--- src/rtl/imem_loader_pkg.sv ---
// Shared types and constants for the instruction-memory boot loader.
package imem_loader_pkg;

    typedef enum logic [2:0] {
        IDLE,
        HDR,
        DATA,
        CSUM,
        DONE,
        ERROR
    } state_t;

    localparam int unsigned HDR_BYTES      = 4;
    localparam int unsigned BYTES_PER_WORD = 4;

endpackage

--- src/rtl/imem_loader_byte_packer.sv ---
// Little-endian byte-to-word packer; the first beat of a word lands in bits [7:0].
module imem_loader_byte_packer
    import imem_loader_pkg::*;
(
    input  logic        clk,
    input  logic        rst,
    input  logic        clr,
    input  logic        beat_valid,
    input  logic [7:0]  beat_data,
    output logic [31:0] word,
    output logic        word_valid
);

    logic [1:0]  cnt;
    logic [23:0] sh;

    always_ff @(posedge clk) begin
        if (rst || clr) begin
            cnt <= '0;
            sh  <= '0;
        end else if (beat_valid) begin
            cnt <= cnt + 2'd1;
            sh  <= {beat_data, sh[23:8]};
        end
    end

    // The completing beat is forwarded directly so the word is available in the same cycle.
    assign word_valid = beat_valid && (cnt == 2'(BYTES_PER_WORD - 1));
    assign word       = {beat_data, sh};

endmodule

--- src/rtl/imem_loader.sv ---
// Boot-time imem writer: streams a counted, checksummed image into imem and then releases the core.
module imem_loader
    import imem_loader_pkg::*;
#(
    parameter int unsigned NUMWORDS  = 4096,
    parameter int unsigned DATAWIDTH = 32,
    parameter logic [31:0] BASEADDR  = '0
) (
    input  logic                 clk_i,
    input  logic                 rst_i,
    input  logic                 start_i,
    input  logic                 s_valid_i,
    input  logic [7:0]           s_data_i,
    output logic                 s_ready_o,
    output logic                 we_o,
    output logic [31:0]          waddr_o,
    output logic [DATAWIDTH-1:0] wdata_o,
    output logic                 core_rst_o,
    output logic                 busy_o,
    output logic                 done_o,
    output logic                 err_o
);

    state_t      state, state_nxt;
    logic        accept;
    logic        load_start;
    logic        pk_valid;
    logic [31:0] pk_word;
    logic [31:0] count;
    logic [31:0] word_cnt;
    logic [7:0]  csum;

    assign accept     = s_valid_i && s_ready_o;
    assign load_start = start_i && (state == IDLE || state == DONE || state == ERROR);

    imem_loader_byte_packer u_packer (
        .clk        (clk_i),
        .rst        (rst_i),
        .clr        (load_start),
        .beat_valid (accept && (state == HDR || state == DATA)),
        .beat_data  (s_data_i),
        .word       (pk_word),
        .word_valid (pk_valid)
    );

    always_ff @(posedge clk_i) begin
        if (rst_i) state <= IDLE;
        else       state <= state_nxt;
    end

    always_comb begin
        state_nxt  = state;
        s_ready_o  = 1'b0;
        busy_o     = 1'b0;
        done_o     = 1'b0;
        err_o      = 1'b0;
        core_rst_o = 1'b1;
        case (state)
            IDLE: begin
                if (start_i) state_nxt = HDR;
            end
            HDR: begin
                s_ready_o = 1'b1;
                busy_o    = 1'b1;
                if (pk_valid) begin
                    if (pk_word > 32'(NUMWORDS)) state_nxt = ERROR;
                    else if (pk_word == '0)      state_nxt = CSUM;
                    else                         state_nxt = DATA;
                end
            end
            DATA: begin
                s_ready_o = 1'b1;
                busy_o    = 1'b1;
                if (pk_valid && (word_cnt + 32'd1 == count)) state_nxt = CSUM;
            end
            CSUM: begin
                s_ready_o = 1'b1;
                busy_o    = 1'b1;
                if (accept) state_nxt = (s_data_i == csum) ? DONE : ERROR;
            end
            DONE: begin
                done_o     = 1'b1;
                core_rst_o = 1'b0;
                if (start_i) state_nxt = HDR;
            end
            ERROR: begin
                err_o = 1'b1;
                if (start_i) state_nxt = HDR;
            end
            default: state_nxt = IDLE;
        endcase
    end

    // Writes are registered, so the last data write lands in the first CSUM cycle.
    always_ff @(posedge clk_i) begin
        if (rst_i) begin
            count    <= '0;
            word_cnt <= '0;
            csum     <= '0;
            we_o     <= 1'b0;
            waddr_o  <= '0;
            wdata_o  <= '0;
        end else begin
            we_o <= 1'b0;
            if (load_start) begin
                word_cnt <= '0;
                csum     <= '0;
            end
            if (state == HDR && pk_valid) count <= pk_word;
            if (state == DATA && accept)  csum  <= csum ^ s_data_i;
            if (state == DATA && pk_valid) begin
                we_o     <= 1'b1;
                waddr_o  <= BASEADDR + {word_cnt[29:0], 2'b00};
                wdata_o  <= pk_word;
                word_cnt <= word_cnt + 32'd1;
            end
        end
    end

endmodule

--- config.mk ---
export PLATFORM = sky130hd
export DESIGN_NAME = imem_loader
export DESIGN_NICKNAME = d
export VERILOG_FILES = /design/src/rtl/imem_loader_pkg.sv /design/src/rtl/imem_loader_byte_packer.sv /design/src/rtl/imem_loader.sv
export SDC_FILE = /design/constraint.sdc
export NUM_CORES = 1
export LEC_CHECK = 0
export CORE_MARGIN = 5
export CORE_UTILIZATION = 57
export DETAILED_ROUTE_END_ITERATION = 8
export GPL_ROUTABILITY_DRIVEN = 0
export PLACE_DENSITY_LB_ADDON = 0.12
export SLEW_MARGIN = 40
export SYNTH_ARGS = -nofsm -noshare
export SYNTH_HDL_FRONTEND = slang
export SYNTH_SLANG_ARGS = --single-unit
--- constraint.sdc ---
create_clock -name clk_i -period 4.2 [get_ports clk_i]
set_clock_uncertainty 0.1 [all_clocks]
set_input_delay 0.84 -clock clk_i [delete_from_list [all_inputs] [get_ports clk_i]]
set_output_delay 0.84 -clock clk_i [all_outputs]
set_load 0.01 [all_outputs]
==> results.sh <==
export IMPL_worstMarginPinSlew_ns=0.7875
export IMPL_grt_first_pass_wirelength_um=32130
export IMPL_drv_slew=0
export IMPL_grt_pass1_vias=6434
export IMPL_fillers=1124
export IMPL_post_cts_buffers=0
export IMPL_hold_depth=2
export IMPL_vias=6977
export IMPL_power_share_clock_pct=46.8
export IMPL_vdd_drop_max_mv=0.2576
export IMPL_total_power_mw=3.282
export IMPL_fin_crit_sh_pct=73.32
export IMPL_synth_edf_count=0
export IMPL_ff2ff_setup_slack_ns=1.12
export IMPL_hp_start="waddr_o[29]"
export IMPL_r2r_start="word_cnt[0]"
export IMPL_drive_gt1_share_pct=6.250
export IMPL_swShare_pct=23.93
export IMPL_p_int_mw=2.497
export IMPL_tns_ns=0
export IMPL_fp_dieW_um=126.7
export IMPL_coreArea_sq_um=13300
export IMPL_grt_usage_pct=24.10
export IMPL_final_hold_viol_count=0
export IMPL_finalWorstSetupSlack_ns=1.120
export IMPL_antenna_cells=0
export IMPL_worstRegToRegCells=8
export IMPL_max_stage_delay_ns=0.63
export IMPL_layout_common_cells="nand2_1, dfxtp_1, a21oi_1"
export IMPL_worstHoldEndpoint="waddr_o[29]"
export IMPL_crit_path_end_kind="flop"
export IMPL_mostFrequentLayoutCell="nand2_1"
export IMPL_status="complete, no violations"
export IMPL_clk_path_buf_depth=2
export IMPL_crit_arrival_ns=3.33
export IMPL_fp_dieH_um=126.7
export IMPL_finalSetupViolations=0
export IMPL_path_cells="ha_1, nand3_2, or4_1, nor3_2, nand3_1, xnor2_1, nand4b_1, o21ai_1"
export IMPL_grt_overflow=0
export IMPL_async_flop_share_pct=0
export IMPL_min_period_ns=3.080
export IMPL_wl_um=19290
export IMPL_fin_area_sq_um=9092
export IMPL_regArea_sq_um=3283
export IMPL_clkTransAtPathRegs_ns=0.07
export IMPL_cts_hold_buffers=0
export IMPL_dp_hpwl_um=12900
export IMPL_yosys_warnings=0
export IMPL_final_util_pct=68.39
export IMPL_wl_per_cell_um=16.08
export IMPL_io_buffer_count=79
export IMPL_dp_cells=1170
export IMPL_area_delta_synth_final_pct=17.15
export IMPL_pin_count=82
export IMPL_power_switching_mw=0.7852
export IMPL_drtIter0Drc=583
export IMPL_power_density_nw_per_um2=360.9
export IMPL_ctsResizeCount=0
export IMPL_drt_pre_antenna_iters=7
export IMPL_synth_main_ff_cell="dfxtp_1"
export IMPL_antenna_found_initial=0
export IMPL_cts_tree="yes"
export IMPL_ys_seq_area_share_pct=42.30
export IMPL_leakage_nw=3.297
export IMPL_cp_required_ns=4.45
export IMPL_cp_num_buf_inv=0
export IMPL_placed_area_sq_um=8512
export IMPL_cts_sinks=164
export IMPL_hold_class="reg -> reg"
export IMPL_grt_max_degree=83
export IMPL_core_rowCount=42
export IMPL_clk_latency_ns=0.42
export IMPL_viasPerCell=5.814
export IMPL_crit_path_start_kind="flop"
export IMPL_ys_ff_latch=164
export IMPL_cts_htree_levels=4
export IMPL_path_delay_family="simple AND/OR/NAND/NOR gates"
export IMPL_rsz0062_at_grt="false"
export IMPL_drcViolationCount=0
export IMPL_die_area_sq_um=16050
export IMPL_timing_rr_end="state[0]"
export IMPL_syn_avg_cell_area_sq_um=7.912
export IMPL_multi_input_area_sq_um=4096
export IMPL_numCtsBuffers=17
export IMPL_crit_fanout=9
export IMPL_max_freq_mhz=324.7
export IMPL_final_net_count=1027
export IMPL_ant_nets=0
export IMPL_stdcell_count=1200
export IMPL_crit_slowest_cell="or4_1"
export IMPL_pwr_share_comb_pct=5.1
export IMPL_syn_inst=981
export IMPL_crit_start="word_cnt[0]"
export IMPL_ys_types=62
export IMPL_pwr_share_seq_pct=48.0
export IMPL_whs_ns=0.3511
export IMPL_synth_area_sq_um=7761
export IMPL_dp_slack_ns=0.9505
export IMPL_start_util_pct=58.38
export IMPL_slew_headroom_pct=47.06
export IMPL_max_cap_viol_count=0
export IMPL_worst_setup_path_type="reg -> reg"
export IMPL_cts_root_buf="clkbuf_16"
[tightest hold or removal path, stage by stage (launching register included)]
cell	delay, ns
dfxtp_1	0.30
nand2_1	0.05
a21oi_1	0.05
[power by group through the flow]
stage	clock network, mW	logic [mW]	registers (mW)
global placement	0	0.164	1.61
global route	1.63	0.186	1.58
finish	1.54	0.169	1.58
floorplan	0	0.111	1.61
CTS	1.56	0.166	1.58
detailed placement	0	0.165	1.61
[per-layer routing]
metal	GRT usage [%]	vias up	wire length (um)
met5	0	-	0
met3	5.675	32	1220
met4	7.823	0	369
met2	36.58	260	8572
li1	-	3437	-
met1	33.92	3248	9129
[area by class of cell]
| class | instances | share of cell area [%] |
|---|---|---|
| clock inverters | 12 | 1.624 |
| clock buffers | 18 | 4.720 |
| multi-input cells | 730 | 45.05 |
| inverters | 9 | 0.3715 |
| well taps | 176 | 2.422 |
| repair buffers | 91 | 9.701 |
| flip-flops and latches | 164 | 36.11 |
[state kept, by name, indices dropped and copies added, names as in the netlist]
| register | count |
|---|---|
| u_packer.sh | 24 |
| csum | 8 |
| u_packer.cnt | 2 |
| we_o | 1 |
| waddr_o | 30 |
| count | 32 |
| state | 3 |
| word_cnt | 32 |
| wdata_o | 32 |
[kinds of logic (layout without fill, tap and decap cells)]
family | Yosys count | count (layout) | share of synthesized area (%)
multiplexers | 30 | 30 | 3.869
other | 1 | 2 | 0.04832
XOR/XNOR | 49 | 49 | 5.530
AND/OR/NAND/NOR | 434 | 434 | 27.10
flip-flops | 164 | 164 | 42.30
adder cells (fa/ha/maj) | 2 | 2 | 0.3224
buffers and inverters | 88 | 130 | 5.256
AO/OA/AOI/OAI | 213 | 213 | 15.57
[cell usage after synthesis, drive strengths merged (3+ instances only)]
cell type | n | area (sq um)
a2111oi | 3 | 45.05
a211oi | 3 | 22.52
a21o | 4 | 30.03
a21oi | 130 | 650.6
a22oi | 12 | 90.09
a31oi | 6 | 37.54
and2 | 7 | 43.79
and3 | 11 | 70.07
and4 | 10 | 87.58
buf | 25 | 160.2
clkbuf | 54 | 214.0
dfxtp | 164 | 3283
inv | 9 | 33.78
mux2i | 30 | 300.3
nand2 | 205 | 788.3
nand2b | 6 | 37.54
nand3 | 17 | 102.6
nand3b | 10 | 75.07
nand4 | 14 | 102.6
nand4b | 5 | 43.79
nor2 | 90 | 337.8
nor2b | 11 | 68.82
nor3 | 16 | 90.09
nor4 | 26 | 211.5
o21ai | 39 | 195.2
o22ai | 3 | 18.77
or3 | 3 | 18.77
xnor2 | 34 | 297.8
xor2 | 15 | 131.4
[worst max-delay path by stage]
stage,endpoint,slack (ns),depth (start not counted)
final,state[0],1.12,8
after CTS,state[0],1.12,8
after floorplan,word_cnt[28],1.70,9
after detailed placement,word_cnt[28],0.95,8
after global routing,state[0],0.89,8
after global placement,word_cnt[28],1.03,8
Note: power is estimated with default switching activity, not from simulation.
==> RTL change 1 (same flow settings) <==
Put a register stage on the output `err_o`, cleared by the reset. The value now appears one clock later. The other outputs are not delayed to match.
--- a/src/rtl/imem_loader.sv
+++ b/src/rtl/imem_loader.sv
@@ -20,6 +20,8 @@
     output logic                 done_o,
     output logic                 err_o
 );
+
+    logic err_d;
 
     state_t      state, state_nxt;
     logic        accept;
@@ -53,7 +55,7 @@
         s_ready_o  = 1'b0;
         busy_o     = 1'b0;
         done_o     = 1'b0;
-        err_o      = 1'b0;
+        err_d      = 1'b0;
         core_rst_o = 1'b1;
         case (state)
             IDLE: begin
@@ -84,7 +86,7 @@
                 if (start_i) state_nxt = HDR;
             end
             ERROR: begin
-                err_o = 1'b1;
+                err_d = 1'b1;
                 if (start_i) state_nxt = HDR;
             end
             default: state_nxt = IDLE;
@@ -117,5 +119,13 @@
         end
     end
 
+    always_ff @(posedge clk_i) begin
+        if (rst_i) begin
+            err_o <= '0;
+        end else begin
+            err_o <= err_d;
+        end
+    end
+
 endmodule
 
Function: changed (Yosys sat finds a counterexample within 10 cycles, from zero or initial values and one cycle with rst_i high).
==> RTL change 1 against the unedited design <==
- final area is 1.4% lower
- power is 1.6% higher
- highest routed layer unchanged
- area after synthesis is 1.6% lower
- wire length is 4.8% lower
- sequential cell count is 1 higher
- count of clock-buffer cells in the layout is 1 lower
- worst setup slack worse by 0.041 ns
- critical endpoint unchanged
==> RTL change 1: results (changes against the unedited design) <==
Status -> complete, no violations (unchanged)
Crit path DAT -> 3.38 ns (was 3.33 ns)
Met2 Usage GRT -> 0.3682 (was 0.3658)
Least-Margin Pin Slew -> 0.8623 ns (was 0.7875 ns)
Met3 WL post-DR -> 1.039 mm (was 1.220 mm)
Non-clk buf share -> 0.09643 (was 0.09701)
DP HPWL -> 12.11 mm (was 12.90 mm)
Vias -> 6816 (was 6977)
Multi-input combinational cell count -> 756 (was 730)
Iteration-0 DRC Markers -> 665 (was 583)
Wire length of the first global-routing pass -> 30.82 mm (was 32.13 mm)
Area of placed instances -> 8349 um^2 (was 8512 um^2)
Mapped Avg Cell Area -> 7.554 um^2 (was 7.912 um^2)
Clk tree area frac -> 0.06880 (was 0.06344)
Signal buffers -> 87 (was 91)
Leakage power -> 0.003012 uW (was 0.003297 uW)
Sink Count -> 165 (was 164)
Vias in the first global route -> 6333 (was 6434)
Met2 WL -> 8.482 mm (was 8.572 mm)
R2R depth -> 9 (was 8)
Met3 Usage GRT -> 0.04403 (was 0.05675)
Pre-CTS setup slack -> 1.099 ns (was 0.9505 ns)
Wire per inst -> 15.01 um (was 16.08 um)
Peak supply drop -> 278.3 uV (was 257.6 uV)
Reg area -> 3303 um^2 (was 3283 um^2)
CP peak stage delay -> 0.46 ns (was 0.63 ns)
Fraction of layout cells with a size suffix above 1 -> 0.06686 (was 0.06250)
## RTL change 1: path summary, 6_finish.rpt
kind / slack [ns] / endpoint / startpoint
worst min-delay path: 0.35 / waddr_o[12]$_SDFFE_PP0P_ / waddr_o[12]$_SDFFE_PP0P_
worst max register to register: 1.08 / state[0]$_SDFFE_PP0P_ / word_cnt[1]$_SDFFE_PP0P_
worst max-delay path: 1.08 / state[0]$_SDFFE_PP0P_ / word_cnt[1]$_SDFFE_PP0P_
worst min register to register: 0.35 / waddr_o[12]$_SDFFE_PP0P_ / waddr_o[12]$_SDFFE_PP0P_
## RTL change 1: cell families after synthesis
| family | Yosys count | share of synthesized area |
|---|---|---|
| simple gates | 474 | 0.2810 |
| compound gates | 220 | 0.1583 |
| flops | 165 | 0.4325 |
| buf+inv | 91 | 0.05668 |
| xor+xnor | 57 | 0.06635 |
| fa+ha+maj | 2 | 0.003276 |
| other cells | 1 | 0.0004910 |
| mux | 1 | 0.001474 |
## RTL change 1: power by group
group	switching [uW]	leakage (uW)	internal, uW
Clock	680	0.000298	953
Sequential	7.94	0.00133	1570
Combinational	88.3	0.00139	36.9
Total	776	0.00301	2560
## RTL change 1: through the flow
stage          power (uW)    util  hold slack [ns]
2_1_floorplan        1696       -           0.3400
3_3_place_gp         1734  0.6316           0.3418
3_5_place_dp         1736  0.6330           0.3459
4_1_cts              3358  0.6798           0.3553
5_1_grt              3429  0.6798           0.3727
6_report             3335  0.6798           0.3518
## RTL change 1: worst register-to-register path, delay by kind of cell, from the launching register on
family                   cells  cell delay (ns)
AO/OA/AOI/OAI                3             0.81
flip-flops                   1             0.45
AND/OR/NAND/NOR              4             1.08
XOR/XNOR                     1             0.21
adder cells (fa/ha/maj)      1             0.40
==> RTL change 2 (same flow settings) <==
Without the edit above. `NUMWORDS`: 4096 -> 2048.
--- a/src/rtl/imem_loader.sv
+++ b/src/rtl/imem_loader.sv
@@ -2,7 +2,7 @@
 module imem_loader
     import imem_loader_pkg::*;
 #(
-    parameter int unsigned NUMWORDS  = 4096,
+    parameter int unsigned NUMWORDS  = 2048,
     parameter int unsigned DATAWIDTH = 32,
     parameter logic [31:0] BASEADDR  = '0
 ) (
Function: changed (a bounded check fails within 10 cycles, from zero or initial values and one cycle with rst_i high).
==> RTL change 2 against the unedited design <==
- wire length shrank 1.4%
- count of clock-buffer cells in the layout grew 4
- worst setup slack gained 0.014 ns
- critical path type is now input pin to flip-flop
- final area shrank 1.9%
- area after synthesis shrank 2.2%
- highest routed layer unchanged
- sequential share of layout area grew 0.68 points
- largest cell class unchanged
- sequential cell count is the same
- power shrank 4.2%
==> RTL change 2: results (changes against the unedited design) <==
Status -> complete, no violations (unchanged)
Area of placed instances -> 8374 um^2 (was 8512 um^2)
Max Fanout on Critical Path -> 21 (was 9)
CP startpoint -> s_valid_i (was word_cnt[0]$_SDFFE_PP0P_)
DP HPWL -> 12.28 mm (was 12.90 mm)
Layout Nets -> 1062 (was 1027)
Library cells used by synthesis -> 57 (was 62)
Largest net degree at the start of global routing -> 87 (was 83)
Met2 Usage GRT -> 0.3527 (was 0.3658)
Inst Count DP -> 1205 (was 1170)
Setup ws final -> 1.135 ns (was 1.120 ns)
XOR/XNOR Fraction of Synth Area -> 0.06113 (was 0.05530)
Global Route met1 Usage -> 0.3402 (was 0.3392)
Leakage power -> 0.002961 uW (was 0.003297 uW)
Hold Path End -> waddr_o[6]$_SDFFE_PP0P_ (was waddr_o[29]$_SDFFE_PP0P_)
Wire length of the first global-routing pass -> 31.20 mm (was 32.13 mm)
WHS -> 0.3508 ns (was 0.3511 ns)
R2R depth -> 9 (was 8)
Post-Synthesis Cells -> 1027 (was 981)
Internal Pwr Total -> 2435 uW (was 2497 uW)
Synth cell count leaders -> nand2_1, dfxtp_1, a21oi_1 (unchanged)
Met3 Usage GRT -> 0.05288 (was 0.05675)
Crit path DAT -> 3.26 ns (was 3.33 ns)
Met2 WL -> 8.395 mm (was 8.572 mm)
End of the critical path -> word_cnt[15]$_SDFFE_PP0P_ (was state[0]$_SDFFE_PP0P_)
HP Start -> waddr_o[6]$_SDFFE_PP0P_ (was waddr_o[29]$_SDFFE_PP0P_)
Least-Margin Pin Slew -> 0.7753 ns (was 0.7875 ns)
Routed met1 length -> 9.067 mm (was 9.129 mm)
Fillers -> 1189 (was 1124)
Fraction of layout cells with a size suffix above 1 -> 0.05189 (was 0.06250)
Mux cell area share after synthesis -> 0.002636 (was 0.03869)
Drt first pass iters -> 5 (was 7)
Peak supply drop -> 260.5 uV (was 257.6 uV)
Compound-gate portion of the synthesized area -> 0.1709 (was 0.1557)
Seq/Total Area, Yosys -> 0.4324 (was 0.4230)
Sw Ratio -> 0.2257 (was 0.2393)
Synth Area in Adders -> 0.003295 (was 0.003224)
Iteration-0 DRC Markers -> 588 (was 583)
Total track usage -> 0.2372 (was 0.2410)
Wire per inst -> 15.39 um (was 16.08 um)
Final instance area -> 8924 um^2 (was 9092 um^2)
[RTL change 2: cell types whose count changed in the layout (fill, tap and decap cells not counted), sizes merged, moves of 6 or more]
cell / unedited run / this run
nand2: 205 / 278
o21ai: 39 / 29
and4: 10 / 1
nor2: 90 / 71
nor4: 26 / 16
nor2b: 11 / 3
nand3b: 10 / 4
a21oi: 130 / 156
mux2i: 30 / 2
nor3: 16 / 22
[RTL change 2: final cells by class]
type | instances | area, um^2 | area share
clock buffer | 22 | 464.2 | 0.05202
clock inverter | 9 | 81.33 | 0.009114
inverter | 14 | 52.55 | 0.005889
multi-input combinational | 762 | 3930 | 0.4404
sequential | 164 | 3283 | 0.3679
tap | 176 | 220.2 | 0.02468
timing repair buffer | 89 | 892.1 | 0.09997
[RTL change 2: critical path, stage by stage]
cell,delay [ns]
clkdlybuf4s50_1,0.57
and3_1,0.48
nand2_4,0.24
nand2_1,0.64
o21ai_0,0.20
a22oi_1,0.22
nor2_1,0.06
